## src/rtl/bitswz_pkg.sv

```systemverilog
// Shared definitions for the 9-bit swizzled word {c[2:1], d0 x3, c[0], tag}.
// Holds the word width, field positions, the default tag, the receiver
// state encoding and the decoded-result struct.
package bitswz_pkg;

  localparam int WORD_W = 9;

  localparam int C_HI   = 8;
  localparam int C_LO   = 7;
  localparam int D_HI   = 6;
  localparam int D_LO   = 4;
  localparam int C0     = 3;
  localparam int TAG_HI = 2;
  localparam int TAG_LO = 0;

  localparam logic [2:0] TAG_DEF = 3'b101;

  typedef enum logic [1:0] {
    IDLE  = 2'd0,
    SHIFT = 2'd1,
    HOLD  = 2'd2
  } state_t;

  typedef struct packed {
    logic [2:0] c;
    logic       d0;
    logic       tag_err;
    logic       rep_err;
  } dec_t;

endpackage

```

## src/rtl/bit_unswizzle_decode.sv

```systemverilog
// Combinational decoder for one swizzled word.
// Ports:
//   word : 9-bit assembled word
//   res  : {c, d0 (majority of triplicated bit), tag_err, rep_err}
module bit_unswizzle_decode
  import bitswz_pkg::*;
#(
  parameter logic [2:0] TAG = TAG_DEF
) (
  input  logic [WORD_W-1:0] word,
  output dec_t              res
);

  logic [2:0] d;

  always_comb begin
    d           = word[D_HI:D_LO];
    res.c       = {word[C_HI], word[C_LO], word[C0]};
    res.d0      = (d[0] & d[1]) | (d[0] & d[2]) | (d[1] & d[2]);
    res.rep_err = ~((d[0] == d[1]) && (d[1] == d[2]));
    res.tag_err = (word[TAG_HI:TAG_LO] != TAG);
  end

endmodule

```

## src/rtl/bit_unswizzle_rx.sv

```systemverilog
// Serial receiver / unpacker for the 9-bit swizzled word format.
// Bits arrive LSB first, one per accepted beat; sin_start marks bit 0 and
// resyncs a partial frame. Completed words are decoded into a 1-entry
// valid/ready buffer; if the buffer is occupied the receiver holds the word
// and stalls the link (sin_ready low) so nothing is lost.
// Ports:
//   clk, reset_n                      : clock, async active-low reset
//   sin_valid/sin_start/sin_data      : serial input beat
//   sin_ready                         : beat accepted this cycle
//   out_valid/out_ready               : output handshake
//   out_c/out_d0/out_tag_err/out_rep_err : decoded fields
//   abort                             : 1-cycle pulse, partial frame dropped
//   busy                              : receiver not idle
// Optional: BIT_UNSWIZZLE_DROP_BAD_EN drops tag-error words and adds the
// saturating drop_cnt output.
module bit_unswizzle_rx
  import bitswz_pkg::*;
#(
  parameter logic [2:0] TAG     = TAG_DEF,
  parameter int         TIMEOUT = 16
) (
  input  logic       clk,
  input  logic       reset_n,
  input  logic       sin_valid,
  input  logic       sin_start,
  input  logic       sin_data,
  output logic       sin_ready,
  output logic       out_valid,
  input  logic       out_ready,
  output logic [2:0] out_c,
  output logic       out_d0,
  output logic       out_tag_err,
  output logic       out_rep_err,
  output logic       abort,
  output logic       busy
`ifdef BIT_UNSWIZZLE_DROP_BAD_EN
  ,
  output logic [7:0] drop_cnt
`endif
);

  // Async assert, sync deassert of the internal reset.
  logic [1:0] rst_q;
  logic       rst_n;

  always_ff @(posedge clk or negedge reset_n) begin
    if (!reset_n) rst_q <= 2'b00;
    else          rst_q <= {rst_q[0], 1'b1};
  end
  assign rst_n = rst_q[1];

  state_t            state, state_n;
  logic [WORD_W-1:0] w;
  logic [3:0]        cnt;
  logic [7:0]        idle_cnt;
  dec_t              res_q;
  logic [WORD_W-1:0] dec_word;
  dec_t              dec, dec_ld;
  logic              acc, buf_free, load, abort_n, drop, bad;

  assign sin_ready = (state != HOLD);
  assign busy      = (state != IDLE);
  assign acc       = sin_valid & sin_ready;
  assign buf_free  = ~out_valid | out_ready;

  // In SHIFT the last bit is still on sin_data, so decode it in flight;
  // in HOLD the full word already sits in w.
  assign dec_word = (state == HOLD) ? w : {sin_data, w[WORD_W-2:0]};

  bit_unswizzle_decode #(.TAG(TAG)) u_dec (
    .word (dec_word),
    .res  (dec)
  );

  always_comb begin
    dec_ld = dec;
`ifdef BIT_UNSWIZZLE_DROP_BAD_EN
    bad            = dec.tag_err;
    dec_ld.tag_err = 1'b0;
`else
    bad            = 1'b0;
`endif
  end

  always_ff @(posedge clk or negedge rst_n) begin
    if (!rst_n) state <= IDLE;
    else        state <= state_n;
  end

  always_comb begin
    state_n = state;
    load    = 1'b0;
    abort_n = 1'b0;
    drop    = 1'b0;
    case (state)
      IDLE: if (acc && sin_start) state_n = SHIFT;
      SHIFT: begin
        if (acc && sin_start) begin
          abort_n = 1'b1;
        end else if (acc && cnt == 4'd8) begin
          if (bad) begin
            drop    = 1'b1;
            state_n = IDLE;
          end else if (buf_free) begin
            load    = 1'b1;
            state_n = IDLE;
          end else begin
            state_n = HOLD;
          end
        end else if (!acc && idle_cnt == 8'(TIMEOUT - 1)) begin
          abort_n = 1'b1;
          state_n = IDLE;
        end
      end
      HOLD: if (buf_free) begin
        load    = 1'b1;
        state_n = IDLE;
      end
      default: state_n = IDLE;
    endcase
  end

  // Shift register, bit counter and idle counter.
  always_ff @(posedge clk or negedge rst_n) begin
    if (!rst_n) begin
      w        <= '0;
      cnt      <= '0;
      idle_cnt <= '0;
      abort    <= 1'b0;
    end else begin
      abort <= abort_n;
      case (state)
        IDLE: if (acc && sin_start) begin
          w[0]     <= sin_data;
          cnt      <= 4'd1;
          idle_cnt <= '0;
        end
        SHIFT: begin
          if (acc) begin
            idle_cnt <= '0;
            if (sin_start) begin
              w[0] <= sin_data;
              cnt  <= 4'd1;
            end else begin
              w[cnt] <= sin_data;
              cnt    <= cnt + 4'd1;
            end
          end else begin
            idle_cnt <= idle_cnt + 8'd1;
          end
        end
        default: ;
      endcase
    end
  end

  // Output buffer: a load on the handshake cycle keeps out_valid high.
  always_ff @(posedge clk or negedge rst_n) begin
    if (!rst_n) begin
      out_valid <= 1'b0;
      res_q     <= '0;
    end else if (load) begin
      out_valid <= 1'b1;
      res_q     <= dec_ld;
    end else if (out_ready) begin
      out_valid <= 1'b0;
    end
  end

  assign out_c       = res_q.c;
  assign out_d0      = res_q.d0;
  assign out_tag_err = res_q.tag_err;
  assign out_rep_err = res_q.rep_err;

`ifdef BIT_UNSWIZZLE_DROP_BAD_EN
  always_ff @(posedge clk or negedge rst_n) begin
    if (!rst_n)                        drop_cnt <= '0;
    else if (drop && drop_cnt != 8'hFF) drop_cnt <= drop_cnt + 8'd1;
  end
`endif

endmodule

```

## config.mk

```make
export PLATFORM = sky130hd
export DESIGN_NAME = bit_unswizzle_rx
export DESIGN_NICKNAME = d
export VERILOG_FILES = /design/src/rtl/bitswz_pkg.sv /design/src/rtl/bit_unswizzle_decode.sv /design/src/rtl/bit_unswizzle_rx.sv
export SDC_FILE = /design/constraint.sdc
export NUM_CORES = 1
export LEC_CHECK = 0
export BUFFER_PORTS_ARGS = -buffer_cell sky130_fd_sc_hd__buf_4
export CORE_MARGIN = 5
export CORE_UTILIZATION = 61
export CTS_BUF_LIST = sky130_fd_sc_hd__clkbuf_2
export DETAILED_ROUTE_END_ITERATION = 7
export GPL_TIMING_DRIVEN = 0
export PLACE_DENSITY = 0.88
export SETUP_SLACK_MARGIN = 0.15
export SYNTH_ARGS = -nofsm -noshare
export SYNTH_HDL_FRONTEND = slang
export SYNTH_HIERARCHICAL = 1
export SYNTH_SLANG_ARGS = --single-unit
```

## constraint.sdc

```tcl
create_clock -name clk -period 1.7 [get_ports clk]
set_clock_uncertainty 0.2 [all_clocks]
set_input_delay 0.085 -clock clk [delete_from_list [all_inputs] [get_ports clk]]
set_output_delay 0.085 -clock clk [all_outputs]
set_load 0.005 [all_outputs]
```

Word level (Yosys, flattened, before mapping)
Index checks and enable logic that the tools add are counted.
Widths: inputs -> output; s select.

word-level totals
  flip-flop bits (word level) = 33
  bits of input ports = 6
  output and inout port bits = 10
  logic and storage cells = 85

cells by class
  add/sub/neg operators = 2
  order comparisons = 2
  reduce and logical (&&, ||, !) cells = 14
  mux-type cells = 32
  equal/unequal tests = 13
  bitwise logic cells = 10

operator list
  cell                 count
  $mux 8               2
  $pmux 8 s2           1
  $mux 1               13
  $mux 2               6
  $mux 4               3
  $ne 2x2->1 const B   5
  $bwmux 9             1
  $mux 9               1
  $add 8x1->8 const B  1
  $eq 8x4->1 const B   1
  $pmux 4 s2           1
  $ne 3x3->1 const B   2
  $pmux 2 s3           1
  $reduce_and 3->1     2
  $reduce_bool 2->1    3
  $logic_and 1x1->1    5
  $lt 4x5->1 const B   1
  $add 4x1->4 const B  1
  $and 1x1->1          4
  $demux 1 s4          1
  $eq 4x4->1 const B   1
  $ge 4x1->1 const B   1
  $pmux 1 s2           2
  $reduce_and 4->1     1
  other kinds (8)      13

Logic depth before layout (Yosys ltp)
  depth in word-level cells = 8
  mapped depth = 8
  gate-level depth less buffers = 6

Hierarchy
The synthesis kept the hierarchy.

modules (own cells, without submodules)
  module                area an instance (um^2)  seq. area each (um^2)  cells each  instances
  bit_unswizzle_rx      1636.6                   825.8                  149         1
  bit_unswizzle_decode  70.1                     0.0                    8           1

Least setup slack after synthesis
OpenSTA, ideal clock, no wires.

  path type = register to register
  from = reg state[0]
  to = reg idle_cnt[4]
  stages on the path, launching flop included = 9
  path slack = -299 ps
  setup time = 78 ps
  buffers on the path = 2
  required time = 1422 ps
  clock period less this slack = 1999 ps
  data arrival time = 1722 ps
  cell sequence = dfrtp_1 -> inv_1 -> ha_1 -> clkbuf_2 -> nand4b_1 -> and2_1 -> clkbuf_1 -> or3_2 -> a21oi_1

on the way
  word-level cells in the longest chain between the ends = 5
  elaborated cells on any way between the ends = 10
  classes of those cells = eq/ne: 3; mux: 2; bitwise: 1; reduce/logical: 4

RTL lines
  element                            line                     source
  start: declaration                 bit_unswizzle_rx.sv:52   state_t state, state_n;
  start signal: assignment           bit_unswizzle_rx.sv:87   else state <= state_n;
  $ne 2x2->1                         bit_unswizzle_rx.sv:61   assign sin_ready = (state != HOLD);
  $and 1x1->1                        bit_unswizzle_rx.sv:63   assign acc = sin_valid & sin_ready;
  $logic_and 1x1->1                  bit_unswizzle_rx.sv:133  IDLE: if (acc && sin_start) begin
  $ne 2x2->1 (no source line)        n/a
  $reduce_and 2->1 (no source line)  n/a
  end signal: assignment             bit_unswizzle_rx.sv:149  idle_cnt <= idle_cnt + 8'd1;
  end: declaration                   bit_unswizzle_rx.sv:55   logic [7:0] idle_cnt;

Several ways; a longest one is shown, not always the timed one.
A chain may end at the register's enable or synchronous reset.

Worst setup path after layout
  from = reg idle_cnt[0]
  to = reg state[1]

on the way
  word-level cells in the longest chain between the ends = 4

RTL lines
  element                            line                     source
  $eq 8x4->1                         bit_unswizzle_rx.sv:110  end else if (!acc && idle_cnt == 8'(TIMEOUT - 1)) begin
  $logic_and 1x1->1                  bit_unswizzle_rx.sv:110
  $ne 3x3->1 (no source line)        n/a
  $reduce_and 4->1 (no source line)  n/a

No other way between the ends.

==> summary.txt <==
Status
  – Status: finished with violations
  – Failing checks: negative setup slack

Timing
  – RSZ-0062 raised after global routing: yes
  – Slew HR: 0.541
  – Slew @ Worst Pin: 0.689 ns
  – Post-layout minimum cycle time: 2.17 ns
  – Slew Viols, Final: 0
  – Final Hold Fails: 0
  – Worst hold margin: 0.0538 ns
  – Setup Viol. Count Final: 33
  – Max Fclk: 0.461 GHz
  – Final WS setup: -0.471 ns
  – Tcrit/Tclk final: 1.28

GRT
  – Largest net degree at the start of global routing: 32
  – Remaining global-route overflow: 0
  – Wire length of the first global-routing pass: 7720 um
  – Initial antenna violation count: 0
  – Total track usage: 0.249
  – Vias in the first global route: between 1500 and 2000

Drt
  – WL/cell: ~26 um
  – First-iteration detailed-routing DRC count: 201
  – Routed WL: ~6500 um
  – Vias per Instance: 6.63
  – Via count: 1651
  – DRC errors left: 0
  – Number of routed nets with antenna violations: 0
  – First-pass iteration count of the detailed router: 5

Synth
  – Area contributors post-synth: dfrtp_1 (48%), mux2_2 (11%), ha_1 (7.3%), xnor2_1 (3.1%), nand2_1 (2.9%)
  – Mapped Avg Cell Area: 10.9 um2
  – Synthesized area: between 1500 and 2000 um2
  – Post-synth top area share: 0.484
  – Leading area contributor after synthesis: dfrtp_1
  – Register area share after synthesis: 0.484
  – Post-synth cell types: 38
  – Mapped Nets: 173
  – Synth Warn #: 6
  – Syn Inst Count: between 150 and 200
  – Yosys reg bits: 33

Placement
  – Setup WS pre-CTS: -0.471 ns
  – Post-DP HPWL: 2340 um
  – Routability Congestion: 0.831
  – Port bufs: 14

Critical path
  – R2r startpoint: idle_cnt[0]$_DFFE_PN0P_
  – R2R depth: 5
  – R2R setup slack: -0.47 ns
  – CP Class: flip-flop to flip-flop
  – Slowest-stage cell, CP: dfrtp_1
  – CP Launch Type: flip-flop
  – Crit-path max cell delay: between 0.4 and 0.5 ns
  – Crit-path max FO: 4
  – Crit-path cells: ha_1 -> nand3_1 -> or3_4 -> o2bb2ai_2 -> mux2_4
  – Worst EP arrival: 2.27 ns
  – Worst setup EP type: flip-flop
  – R2R Path End: state[1]$_DFFE_PN0P_
  – CP required: ~1.8 ns

Pwr
  – Reg power frac: 0.330
  – Logic pwr share: 0.563
  – P_sw: 1.32 mW
  – P_int: a little over 2 mW
  – Sw Ratio: 0.395
  – Power density over the cells: ~1300 nW/um2
  – Clk pwr share: 0.107
  – Worst VDD drop: between 1 and 1.5 mV
  – Pleak: 1.19 nW

Clocking
  – CTS hold repair buffers: 4
  – CTS tree: built
  – Root buffer cell: clkbuf_2
  – CTS H-tree depth: 2
  – Worst skew pair latency: 0.38 ns
  – Reg clk slew, reported paths: ~0.18 ns
  – Clock sink total: 33
  – CTS buffer count: 5
  – Max Root-Sink Buffers: 2

Hold path
  – Hold Crit Depth: 4
  – Hold EP: idle_cnt[7]$_DFFE_PN0P_
  – Hold Crit Start: sin_valid
  – Hold crit path type: input pin to flip-flop

Die
  – Row count: 19
  – Die Area: 3960 um2
  – Initial Util: 0.630
  – Die width: between 60 and 70 um
  – Die Y: about 63 um
  – I/O pin count: 16
  – Core Footprint: 2710 um2

Layout
  – Share of layout cells above drive strength 1: 0.555
  – Synth-to-Final Area Change: 46.8%
  – N_diodes: 0
  – Net total in the final layout: 234
  – Commonest non-fill, non-tap cell in the layout: buf_4
  – Most frequent cells in the layout: buf_4 (45), dfrtp_1 (31), mux2_2 (16)

Run
  – Max_cap viols: 0
repair_timing:
action / 4_1_cts / 5_1_grt
pin swaps: 15 / 8
buffers inserted: 17 / 19
hold endpoints to repair: 8 / 1
setup endpoints to repair: 33 / 33
resized for setup: 34 / 24
worst max path at each step:
stage / from / endpoint / slack (ns) / cells after the start
after global routing: state[0]$_DFFE_PN0P_ / state[1]$_DFFE_PN0P_ / -0.54 / 6
final: idle_cnt[0]$_DFFE_PN0P_ / state[1]$_DFFE_PN0P_ / -0.47 / 5
after CTS: idle_cnt[4]$_DFFE_PN0P_ / state[1]$_DFFE_PN0P_ / -0.30 / 4
after detailed placement: state[1]$_DFFE_PN0P_ / idle_cnt[4]$_DFFE_PN0P_ / -0.47 / 8
after global placement: state[0]$_DFFE_PN0P_ / idle_cnt[4]$_DFFE_PN0P_ / -0.41 / 7
after floorplan: idle_cnt[4]$_DFFE_PN0P_ / state[1]$_DFFE_PN0P_ / -0.28 / 4
area by class of cell:
cell class	instances	area [um2]
buffer	7	63.8
fill	91	205
clock buffer	6	30.0
sequential	33	828
multi-input combinational	110	1050
tap	31	38.8
inverter	7	28.8
clock inverter	1	3.75
timing repair buffer	54	458
layer usage:
layer,track usage,share of wire,vias up
met2,0.422,0.47,149
met1,0.304,0.35,789
met4,0.0902,0.076,0
met5,0,0,-
li1,-,-,659
met3,0.0612,0.10,54
cells by family after synthesis:
kind of cell	count (synthesis)	synth area share
adders and majority gates	10	0.0733
xor gates and xnor gates	6	0.0308
AOI/OAI and AO/OA	20	0.0799
DFF	33	0.484
other	1	0.00220
and+or+nand+nor	54	0.166
buffers and inverters	14	0.0381
muxes	19	0.126
worst max-delay path: cells and delay by family, from the launching register on:
family | cells | cell delay [ns]
muxes | 1 | 0.31
and+or+nand+nor | 2 | 0.72
adders and majority gates | 1 | 0.21
DFF | 1 | 0.48
AOI/OAI and AO/OA | 1 | 0.16
power by group through the flow:
stage	combinational, mW	sequential [mW]	clock, mW
after floorplan	0.729	1.06	0
after global placement	0.864	1.08	0
after detailed placement	0.914	1.10	0
after CTS	1.34	1.07	0.350
after global routing	1.96	1.12	0.399
final	1.88	1.10	0.359
synthesized netlist by cell type:
| cell | number |
|---|---|
| a211o_1 | 1 |
| a211oi_1 | 2 |
| a21boi_0 | 1 |
| a21o_1 | 1 |
| a21oi_1 | 5 |
| a22o_1 | 1 |
| and2_1 | 2 |
| buf_4 | 3 |
| clkbuf_1 | 3 |
| clkbuf_2 | 1 |
| conb_1 | 1 |
| dfrtp_1 | 33 |
| ha_1 | 10 |
| inv_1 | 7 |
| mux2_2 | 16 |
| mux2_4 | 1 |
| mux2i_1 | 2 |
| nand2_1 | 13 |
| nand2b_1 | 3 |
| nand3_1 | 9 |
| nand3b_1 | 2 |
| nand4b_1 | 1 |
| nand4bb_1 | 1 |
| nor2_1 | 11 |
| nor2b_1 | 1 |
| nor3_1 | 3 |
| nor3b_1 | 2 |
| nor4_1 | 1 |
| o211a_1 | 1 |
| o21ai_0 | 6 |
| o2bb2ai_2 | 1 |
| o31a_1 | 1 |
| or2_2 | 1 |
| or3_1 | 1 |
| or3_2 | 1 |
| or3_4 | 1 |
| or4_1 | 1 |
| xnor2_1 | 6 |
sequential cells by signal, summed over array words and instances (netlist names):
register	cells
out_valid	1
idle_cnt	8
out_rep_err	1
state	2
cnt	4
w	9
rst_q	2
abort	1
out_tag_err	1
out_d0	1
out_c	3
through the flow:
step	TNS [ns]	cells	total power, mW	area, um2	utilization
final	-10.22	249	3.34	2500	0.924
after global routing	-12.13	249	3.48	2500	0.924
after CTS	-4.98	230	2.76	2270	0.839
after detailed placement	-6.06	202	2.01	1940	0.716
after global placement	-4.67	202	1.95	1940	0.716
after floorplan	-1.93	157	1.79	1800	-
(Power assumes the default switching activity.)
